File: src/rtl/gpu_instruction_buffer.sv
// Purpose: captures processor instruction pairs on wrreg rising edges, queues them, presents non-NOPs to the render pipeline.
// Latency: 2 cycles from the sampled wrreg rise to instr_valid when the queue and output stage are empty.
// Backpressure: instr_ready low holds the output stage; wrfull high makes new strobes drop (no retry).
//
// Ports:
//   clk_clk, reset_reset_n      - single clock domain, async active-low reset
//   wrreg, data_a, data_b       - processor write strobe (edge-detected) and 64-bit instruction pair
//   wrfull                      - registered full flag back to the processor
//   instr_valid/ready/opcode/a/b- valid/ready output stage towards the pipeline
//   frame_end, reset_pulsecounter, screen - frame divider and sticky frame-tick status
module gpu_instruction_buffer #(
    parameter int DEPTH_LOG2 = 4,
    parameter int FRAME_DIV  = 1
) (
    input  logic        clk_clk,
    input  logic        reset_reset_n,
    input  logic        wrreg,
    input  logic [31:0] data_a,
    input  logic [31:0] data_b,
    output logic        wrfull,
    output logic        instr_valid,
    input  logic        instr_ready,
    output logic [3:0]  instr_opcode,
    output logic [31:0] instr_a,
    output logic [31:0] instr_b,
    input  logic        frame_end,
    input  logic        reset_pulsecounter,
    output logic        screen
);

    localparam int                  DEPTH    = 1 << DEPTH_LOG2;
    localparam logic [DEPTH_LOG2:0] FULL_CNT = (DEPTH_LOG2 + 1)'(DEPTH);
    localparam logic [DEPTH_LOG2:0] CNT_ONE  = (DEPTH_LOG2 + 1)'(1);
    localparam logic [DEPTH_LOG2-1:0] PTR_ONE = (DEPTH_LOG2)'(1);
    localparam logic [7:0]          DIV      = 8'(FRAME_DIV);

    logic [63:0]           mem [DEPTH];
    logic [DEPTH_LOG2-1:0] wr_ptr;
    logic [DEPTH_LOG2-1:0] rd_ptr;
    logic [DEPTH_LOG2:0]   count;
    logic [DEPTH_LOG2:0]   count_nxt;
    logic                  wrreg_q;
    logic                  push;
    logic                  pop;
    logic [63:0]           head;

    logic                  rpc_q;
    logic                  rpc_rise;
    logic [7:0]            frame_cnt;

    // Push decision uses the registered wrfull, so a pop in the same cycle
    // cannot free a slot for a strobe that arrives while full.
    always_comb begin
        push      = wrreg & ~wrreg_q & ~wrfull;
        // A stage holding a NOP has instr_valid=0 and is therefore reloadable.
        pop       = (count != '0) & (~instr_valid | instr_ready);
        head      = mem[rd_ptr];
        count_nxt = count;
        case ({push, pop})
            2'b10:   count_nxt = count + CNT_ONE;
            2'b01:   count_nxt = count - CNT_ONE;
            default: count_nxt = count;
        endcase
    end

    // Storage array carries no reset; occupancy is tracked by the pointers and count.
    always_ff @(posedge clk_clk) begin
        if (push) begin
            mem[wr_ptr] <= {data_a, data_b};
        end
    end

    always_ff @(posedge clk_clk or negedge reset_reset_n) begin
        if (!reset_reset_n) begin
            wrreg_q <= 1'b0;
            wr_ptr  <= '0;
            rd_ptr  <= '0;
            count   <= '0;
            wrfull  <= 1'b0;
        end else begin
            wrreg_q <= wrreg;
            if (push) begin
                wr_ptr <= wr_ptr + PTR_ONE;
            end
            if (pop) begin
                rd_ptr <= rd_ptr + PTR_ONE;
            end
            count  <= count_nxt;
            wrfull <= (count_nxt == FULL_CNT);
        end
    end

    // Output stage: NOP entries (opcode 0) are consumed here but never presented.
    always_ff @(posedge clk_clk or negedge reset_reset_n) begin
        if (!reset_reset_n) begin
            instr_valid <= 1'b0;
            instr_a     <= '0;
            instr_b     <= '0;
        end else if (pop) begin
            instr_a     <= head[63:32];
            instr_b     <= head[31:0];
            instr_valid <= (head[35:32] != 4'h0);
        end else if (instr_valid & instr_ready) begin
            instr_valid <= 1'b0;
        end
    end

    assign instr_opcode = instr_a[3:0];

    // Frame divider: the processor's clear edge takes priority over a coincident frame_end.
    assign rpc_rise = reset_pulsecounter & ~rpc_q;

    always_ff @(posedge clk_clk or negedge reset_reset_n) begin
        if (!reset_reset_n) begin
            rpc_q     <= 1'b0;
            frame_cnt <= '0;
            screen    <= 1'b0;
        end else begin
            rpc_q <= reset_pulsecounter;
            if (rpc_rise) begin
                frame_cnt <= '0;
                screen    <= 1'b0;
            end else if (frame_end) begin
                if (frame_cnt + 8'd1 == DIV) begin
                    frame_cnt <= '0;
                    screen    <= 1'b1;
                end else begin
                    frame_cnt <= frame_cnt + 8'd1;
                end
            end
        end
    end

endmodule

File: config.mk
export PLATFORM = sky130hd
export DESIGN_NAME = gpu_instruction_buffer
export DESIGN_NICKNAME = d
export VERILOG_FILES = /design/src/rtl/gpu_instruction_buffer.sv
export SDC_FILE = /design/constraint.sdc
export NUM_CORES = 1
export LEC_CHECK = 0
export ABC_AREA = 1
export BUFFER_PORTS_ARGS = -buffer_cell sky130_fd_sc_hd__buf_2
export CORE_MARGIN = 2
export CORE_UTILIZATION = 58
export CTS_BUF_LIST = sky130_fd_sc_hd__clkbuf_4
export DETAILED_ROUTE_END_ITERATION = 8
export PLACE_DENSITY_LB_ADDON = 0.3
export SLEW_MARGIN = 40
export SYNTH_ARGS = -nofsm -noshare
export SYNTH_HDL_FRONTEND = slang
export SYNTH_SLANG_ARGS = --single-unit
File: constraint.sdc
create_clock -name clk_clk -period 4.45 [get_ports clk_clk]
set_clock_uncertainty 0.2 [all_clocks]
set_input_delay 0.89 -clock clk_clk [delete_from_list [all_inputs] [get_ports clk_clk]]
set_output_delay 0.89 -clock clk_clk [all_outputs]
set_load 0.02 [all_outputs]
==> results of run 1 <==
-- flip-flops by register name, summed over array words and instances, names as in the netlist, 4 cells and up --
| name | cells |
|---|---|
| count | 5 |
| frame_cnt | 8 |
| instr_a | 32 |
| instr_b | 32 |
| mem | 1024 |
| rd_ptr | 4 |
| wr_ptr | 4 |
-- metrics by stage --
step | worst slack, ns | area [sq um] | utilization, %
after floorplan | -0.396 | 43800 | -
after global placement | 1.05 | 45400 | 60.9
after detailed placement | 0.951 | 45500 | 61.0
after CTS | 1.45 | 49600 | 66.5
after global routing | 1.29 | 49600 | 66.5
final | 1.54 | 49600 | 66.5
-- logic make-up (layout without fill, tap and decap cells) --
family	count (synthesis)	after routing	synth area share (%)
AOI/OAI and AO/OA	723	723	9.98
and+or+nand+nor	1148	1148	10.4
buffers and inverters	287	806	3.36
adders and majority gates	10	10	0.286
other	0	1	0
muxes	16	16	0.366
xor gates and xnor gates	15	15	0.300
DFF	1114	1114	75.3
-- final cells by class --
| type | instances | area [sq um] | area share [%] |
|---|---|---|---|
| multi-input cells | 1912 | 9460 | 19.1 |
| clock inverters | 47 | 206 | 0.416 |
| inverters | 63 | 255 | 0.515 |
| well taps | 969 | 1210 | 2.44 |
| flip-flops and latches | 1114 | 33000 | 66.6 |
| repair buffers | 266 | 2220 | 4.47 |
| diodes | 1 | 2.50 | 0.00505 |
| clock buffers | 430 | 3230 | 6.51 |
-- cells in the final DEF, fill, tap and decap left out, types with 5 or more instances in the layout --
master,Yosys,layout
nor2_1,549,533
inv_2,3,5
clkbuf_4,0,430
o21ai_1,26,26
edfxtp_1,1024,1024
nor2_4,0,16
o21ai_0,448,448
buf_2,61,139
ha_1,10,10
nand3_1,164,164
dlygate4sd3_1,0,69
buf_4,24,23
o211ai_1,52,52
clkinv_1,0,38
buf_6,28,5
xor2_1,14,14
a21oi_1,17,17
buf_12,1,30
nand2_1,425,424
o22ai_1,18,18
dfrtp_1,90,86
o221ai_1,156,156
mux2i_1,16,16
inv_1,59,58
-- Yosys cell counts --
master	n	area share [%]
nor2b_1	1	0.014
nor3_2	2	0.046
o221ai_1	156	3.1
xor2_1	14	0.28
mux2i_1	16	0.37
a22o_1	1	0.020
nand3b_1	1	0.017
xnor2_1	1	0.020
a31oi_1	4	0.057
buf_1	18	0.15
buf_2	61	0.70
o22ai_1	18	0.26
nand3_1	164	1.9
nor2_1	549	4.7
inv_2	3	0.026
dfrtp_1	90	5.1
nand4_1	3	0.043
inv_1	59	0.51
buf_6	28	0.72
nor3_1	3	0.034
ha_1	10	0.29
buf_4	24	0.41
o211ai_1	52	0.89
edfxtp_1	1024	70
nand2_1	425	3.6
clkbuf_1	92	0.79
o211ai_2	1	0.029
a21oi_1	17	0.19
o21ai_0	448	5.1
buf_12	1	0.046
o21ai_1	26	0.30
clkinv_2	1	0.011
-- final timing paths --
kind                          endpoint  slack (ns)                from
max                         mem[14][5]        1.54               wrreg
min                        instr_valid        0.20       reset_reset_n
max reg2reg                 mem[14][5]        1.56              wrfull
min reg2reg                instr_b[28]        0.27         instr_b[28]
max in group asynchronous  instr_b[10]        3.03       reset_reset_n
min in group clk_clk             rpc_q        0.25  reset_pulsecounter
-- per-layer routing --
metal,vias to the layer above,wire [microns]
li1,13000,-
met1,14200,41900
met2,1358,51300
met3,197,8170
met4,8,2300
met5,-,52
-- power by group through the flow --
stage	Clock, W	Combinational (W)	Sequential (W)
after floorplan	0	0.00667	0.0132
after global placement	0	0.00960	0.0130
after detailed placement	0	0.00992	0.0130
after CTS	0.00848	0.0100	0.0128
after global routing	0.00904	0.0111	0.0129
final	0.00832	0.0100	0.0128
==> flow_metrics.env, run 1 <==
export IMPL_outcome="completed"
export IMPL_rows=100
export IMPL_critical_path_required_ns=5.01
export IMPL_hold_class="in -> async"
export IMPL_p_comb_share_pct=32.2
export IMPL_path_delay_family="simple AND/OR/NAND/NOR gates"
export IMPL_drc=0
export IMPL_gr_usage_met1_pct=36.9
export IMPL_coreArea_sq_um=74600
export IMPL_die_area_sq_um=77700
export IMPL_yosys_warnings=0
export IMPL_max_cap_violations=0
export IMPL_wl_per_cell_microns=21.6
export IMPL_synth_seq_cells=1114
export IMPL_worstMarginPinSlew_ns=0.859
export IMPL_avgViaCountPerCell=5.98
export IMPL_syn_nets=3393
export IMPL_clock_power_share_pct=26.7
export IMPL_cts_root_buf="clkbuf_4"
export IMPL_dr_pass1_iters=6
export IMPL_htreeDepth=5
export IMPL_dieWidth_microns=279
export IMPL_cts_tree="done"
export IMPL_period_share_pct=65.5
export IMPL_cts_buffers=296
export IMPL_finalSetupViolCount=0
export IMPL_relSlewSlack_pct=42.7
export IMPL_worst_path_stages=7
export IMPL_synth_seq_area_share_pct=75.3
export IMPL_period_needed_ns=2.91
export IMPL_fillers=5343
export IMPL_clkSinkCount=1114
export IMPL_rsz0062_at_grt="false"
export IMPL_finalHoldViolations=0
export IMPL_r2r_cells=4
export IMPL_ios=141
export IMPL_switching_share_pct=36.9
export IMPL_layout_drive_gt1_share_pct=17.4
export IMPL_syn_inst=3313
export IMPL_drtIter0Drc=3287
export IMPL_routabilityCongestion=0.841
export IMPL_critical_path_arrival_ns=3.47
export IMPL_cpMaxStageDelayCell="nor2_4"
export IMPL_grt_busiest_layer="met2"
export IMPL_grt_pass1_vias=29600
export IMPL_cts_clk_slew_worst_paths_ns=0.07
export IMPL_vias=28700
export IMPL_power_frac_seq_pct=41.0
export IMPL_placed_cells=4255
export IMPL_crit_path_max_incr_delay_ns=0.72
export IMPL_cp_max_fo=24
export IMPL_ir_drop_mv=0.768
export IMPL_hpwl_microns=54800
export IMPL_p_leak_nw=17.6
export IMPL_grt_pass1_wl_microns=162000
export IMPL_worstSetupStartpointType="input pin"
export IMPL_met2_usage_pct=43.6
export IMPL_fmax_mhz=343
export IMPL_netSwitchingPower_w=0.0115
export IMPL_antenna_found_initial=5
export IMPL_grtUsageMet3_pct=4.84
export IMPL_cp_buffers_inverters=4
export IMPL_io_buffer_count=140
export IMPL_start_util_pct=58.7
export IMPL_syn2layout_area_growth_pct=13.2
export IMPL_final_nets=3733
export IMPL_grt_use_total_pct=27.0
export IMPL_synth_cell_type_count=32
export IMPL_ctsHoldBuffers=69
export IMPL_maxSlewViolCount=0
export IMPL_hold_ws_ns=0.202
export IMPL_clock_latency_ns=1.11
export IMPL_grt_max_degree=162
export IMPL_grt_ovfl_total=0
export IMPL_postRouteAntennaNets=0
export IMPL_synth_area_per_cell_sq_um=13.2
export IMPL_cts_resized=0
export IMPL_end_kind="flip-flop"
export IMPL_syn_area_sq_um=43800
export IMPL_final_cell_count_no_fill=4802
export IMPL_p_total_w=0.0311
export IMPL_cp_cell_sequence="dlygate4sd3_1 -> buf_2 -> inv_1 -> nor3_2 -> nand2_1 -> nor2_4 -> buf_12"
export IMPL_clock_path_buffers=4
export IMPL_p_int_w=0.0197
export IMPL_wl_microns=104000
export IMPL_setup_tns_ns=0
export IMPL_cts_setup_buffers=0
export IMPL_die_h_microns=279
export IMPL_power_density_nw_per_um2=628
export IMPL_path_class="in -> reg"
(Power assumes the default switching activity.)
==> run 2: changes to the inputs <==
--- a/config.mk
+++ b/config.mk
@@ -5,7 +5,7 @@
 export SDC_FILE = /design/constraint.sdc
 export NUM_CORES = 1
 export LEC_CHECK = 0
-export ABC_AREA = 1
+export ABC_AREA = 0
 export BUFFER_PORTS_ARGS = -buffer_cell sky130_fd_sc_hd__buf_2
 export CORE_MARGIN = 2
 export CORE_UTILIZATION = 58
==> constraint.sdc (replaced) <==
create_clock -name clk_clk -period 2.66 [get_ports clk_clk]
set_clock_uncertainty 0.2 [all_clocks]
set_input_delay 0.532 -clock clk_clk [delete_from_list [all_inputs] [get_ports clk_clk]]
set_output_delay 0.532 -clock clk_clk [all_outputs]
set_load 0.02 [all_outputs]
==> flow_metrics.env, run 2 <==
export IMPL_fmax_mhz=375
export IMPL_synth_edf_count=1024
export IMPL_largest_reg_flops=1024
export IMPL_finalHoldViolations=0
export IMPL_async_flop_share_pct=8.08
export IMPL_final_common_cell="edfxtp_1"
export IMPL_drc=0
export IMPL_grt_pass1_vias=21900
export IMPL_cpMaxStageDelayCell="dfrtp_1"
export IMPL_die_h_microns=274
export IMPL_cts_clk_slew_worst_paths_ns=0.06
export IMPL_regMostFlops="mem"
export IMPL_design_area_sq_um=50000
export IMPL_synth_seq_cells=1114
export IMPL_cp_buffers_inverters=1
export IMPL_die_area_sq_um=75100
export IMPL_finalSetupViolCount=1
export IMPL_io_buffer_count=140
export IMPL_syn_nets=1807
export IMPL_rrSetupSlack_ns=-0.004
export IMPL_hpwl_microns=49300
export IMPL_cts_tree="done"
export IMPL_period_share_pct=100
export IMPL_cts_buffers=295
export IMPL_crit_path_max_incr_delay_ns=0.38
export IMPL_cts_root_buf="clkbuf_4"
export IMPL_coreArea_sq_um=72600
export IMPL_htreeDepth=5
export IMPL_synth_area_per_cell_sq_um=24.5
export IMPL_synth_top_cells_by_count="edfxtp_1 (1,024), mux4_2 (316), dfrtp_1 (90)"
export IMPL_layout_drive_gt1_share_pct=45.6
export IMPL_cp_cell_sequence="nor3_2 -> nor3b_4 -> a21oi_4 -> ha_4 -> xor2_1 -> ha_2 -> buf_6 -> a21oi_4 -> xor2_1 -> nor2_1 -> xor2_1 -> nor3_1 -> and3b_1"
export IMPL_end_kind="flip-flop"
export IMPL_violations="setup timing"
export IMPL_ir_drop_mv=0.758
export IMPL_place_area_sq_um=45500
export IMPL_dr_pass1_iters=7
export IMPL_dieWidth_microns=274
export IMPL_max_cap_violations=0
export IMPL_wl_per_cell_microns=26.6
export IMPL_postRouteAntennaNets=0
export IMPL_rows=99
export IMPL_path_class="reg -> reg"
export IMPL_syn_inst=1727
export IMPL_placed_cells=2841
export IMPL_clkSinkCount=1114
export IMPL_synth_cell_type_count=38
export IMPL_grt_max_degree=69
export IMPL_outcome="finished, violations left"
export IMPL_clock_path_buffers=4
export IMPL_syn2layout_area_growth_pct=18.1
export IMPL_worstSetupStartpointType="flip-flop"
export IMPL_power_density_nw_per_um2=999
export IMPL_critical_path_required_ns=3.44
export IMPL_ys_top_cells_by_area="edfxtp_1 (73%), mux4_2 (17%), dfrtp_1 (5.3%)"
export IMPL_synth_top_area_share_pct=72.7
export IMPL_critical_path_arrival_ns=3.44
export IMPL_layout_common_cells="edfxtp_1 (1,024), clkbuf_4 (444), mux4_2 (316)"
export IMPL_p_total_w=0.0500
export IMPL_rsz0062_at_grt="true"
export IMPL_vias=20600
export IMPL_syn_area_sq_um=42300
export IMPL_period_needed_ns=2.66
export IMPL_setup_ws_ns=-0.00376
export IMPL_avgViaCountPerCell=6.02
export IMPL_top_regs="mem (1024), instr_a (32), instr_b (32)"
export IMPL_place_ws_ns=-0.0720
export IMPL_yosys_area_top_type="edfxtp_1"
export IMPL_grt_pass1_wl_microns=136000
export IMPL_cp_max_fo=4
export IMPL_start_util_pct=58.3
export IMPL_drtIter0Drc=2258
export IMPL_path_delay_family="simple AND/OR/NAND/NOR gates"
export IMPL_synth_most_common_cell="edfxtp_1"
export IMPL_synth_top_flop_cell="edfxtp_1"
export IMPL_grt_ovfl_total=0
export IMPL_final_nets=2340
export IMPL_maxSlewViolCount=0
export IMPL_synth_seq_area_share_pct=78.0
export IMPL_wl_microns=91100
export IMPL_worstMarginPinSlew_ns=0.607
export IMPL_relSlewSlack_pct=59.4
export IMPL_hold_class="in -> reg"
export IMPL_p_leak_nw=16.9
export IMPL_ios=141
export IMPL_crit_path_frequent_cell="xor2_1"
export IMPL_final_cell_count_no_fill=3423
export IMPL_grt_use_total_pct=25.1
export IMPL_fin_util_pct=68.9
export IMPL_routabilityCongestion=0.739
export IMPL_antenna_found_initial=4
export IMPL_clock_latency_ns=1.08
export IMPL_yosys_warnings=0
run 2: repair_timing:
| action | in CTS | in global routing |
|---|---|---|
| resized for setup | 5 | 1 |
| hold buffers | 73 | 0 |
| setup buffers | 1 | 6 |
| cloned | 0 | 1 |
| hold endpoints to repair | 1130 | 0 |
| endpoints found under the setup margin | 2 | 17 |
| pin swaps | 3 | 3 |
run 2: layout make-up:
cell class	instances	area (sq um)
Antenna cell	2	5.00
Clock buffer	444	3330
Clock inverter	55	267
Fill cell	4477	22600
Inverter	7	26.3
Multi-Input combinational cell	517	8850
Sequential cell	1114	33000
Tap cell	959	1200
Timing Repair Buffer	325	3290
run 2: kinds of logic after synthesis:
family | count (synthesis) | synth area share [%]
flops | 1114 | 78.0
mux | 383 | 18.6
buf+inv | 96 | 1.34
simple gates | 83 | 1.05
compound gates | 23 | 0.349
xor+xnor | 18 | 0.373
fa+ha+maj | 10 | 0.296
run 2: per-stage QoR:
| step | hold slack (ns) | setup TNS, ns |
|---|---|---|
| floorplan | 0.0364 | -0.144 |
| global placement | 0.281 | -1.13 |
| detailed placement | 0.291 | -0.129 |
| CTS | 0.0431 | -0.0283 |
| global route | 0.0946 | -0.147 |
| finish | 0.139 | -0.00376 |
run 2: final timing paths:
| kind | from | end | cells past startpoint |
|---|---|---|---|
| max | count[1] | wrfull | 13 |
| min | instr_ready | instr_valid | 4 |
| max in group asynchronous | reset_reset_n | instr_b[28] | 4 |
| min reg2reg | screen | screen | 2 |
| max reg2reg | count[1] | wrfull | 13 |
| min in group asynchronous | reset_reset_n | instr_a[22] | 4 |
run 2: routing by layer:
| layer | GRT usage (%) | wire length (microns) |
|---|---|---|
| met5 | 0 | 34 |
| met4 | 7.49 | 1440 |
| met3 | 5.70 | 6800 |
| met2 | 41.5 | 47100 |
| met1 | 34.2 | 35700 |
run 2: tightest hold or removal path, stage by stage:
cell	delay, ns
dlygate4sd3_1	0.52
buf_2	0.10
inv_1	0.07
o2bb2ai_1	0.13
run 2: power breakdown:
part / internal [W] / total (W) / leakage (nW) / switching (W)
Clock: 0.00776 / 0.0142 / 2.18 / 0.00647
Sequential: 0.0206 / 0.0215 / 10.3 / 0.000894
Combinational: 0.00761 / 0.0142 / 4.41 / 0.00659
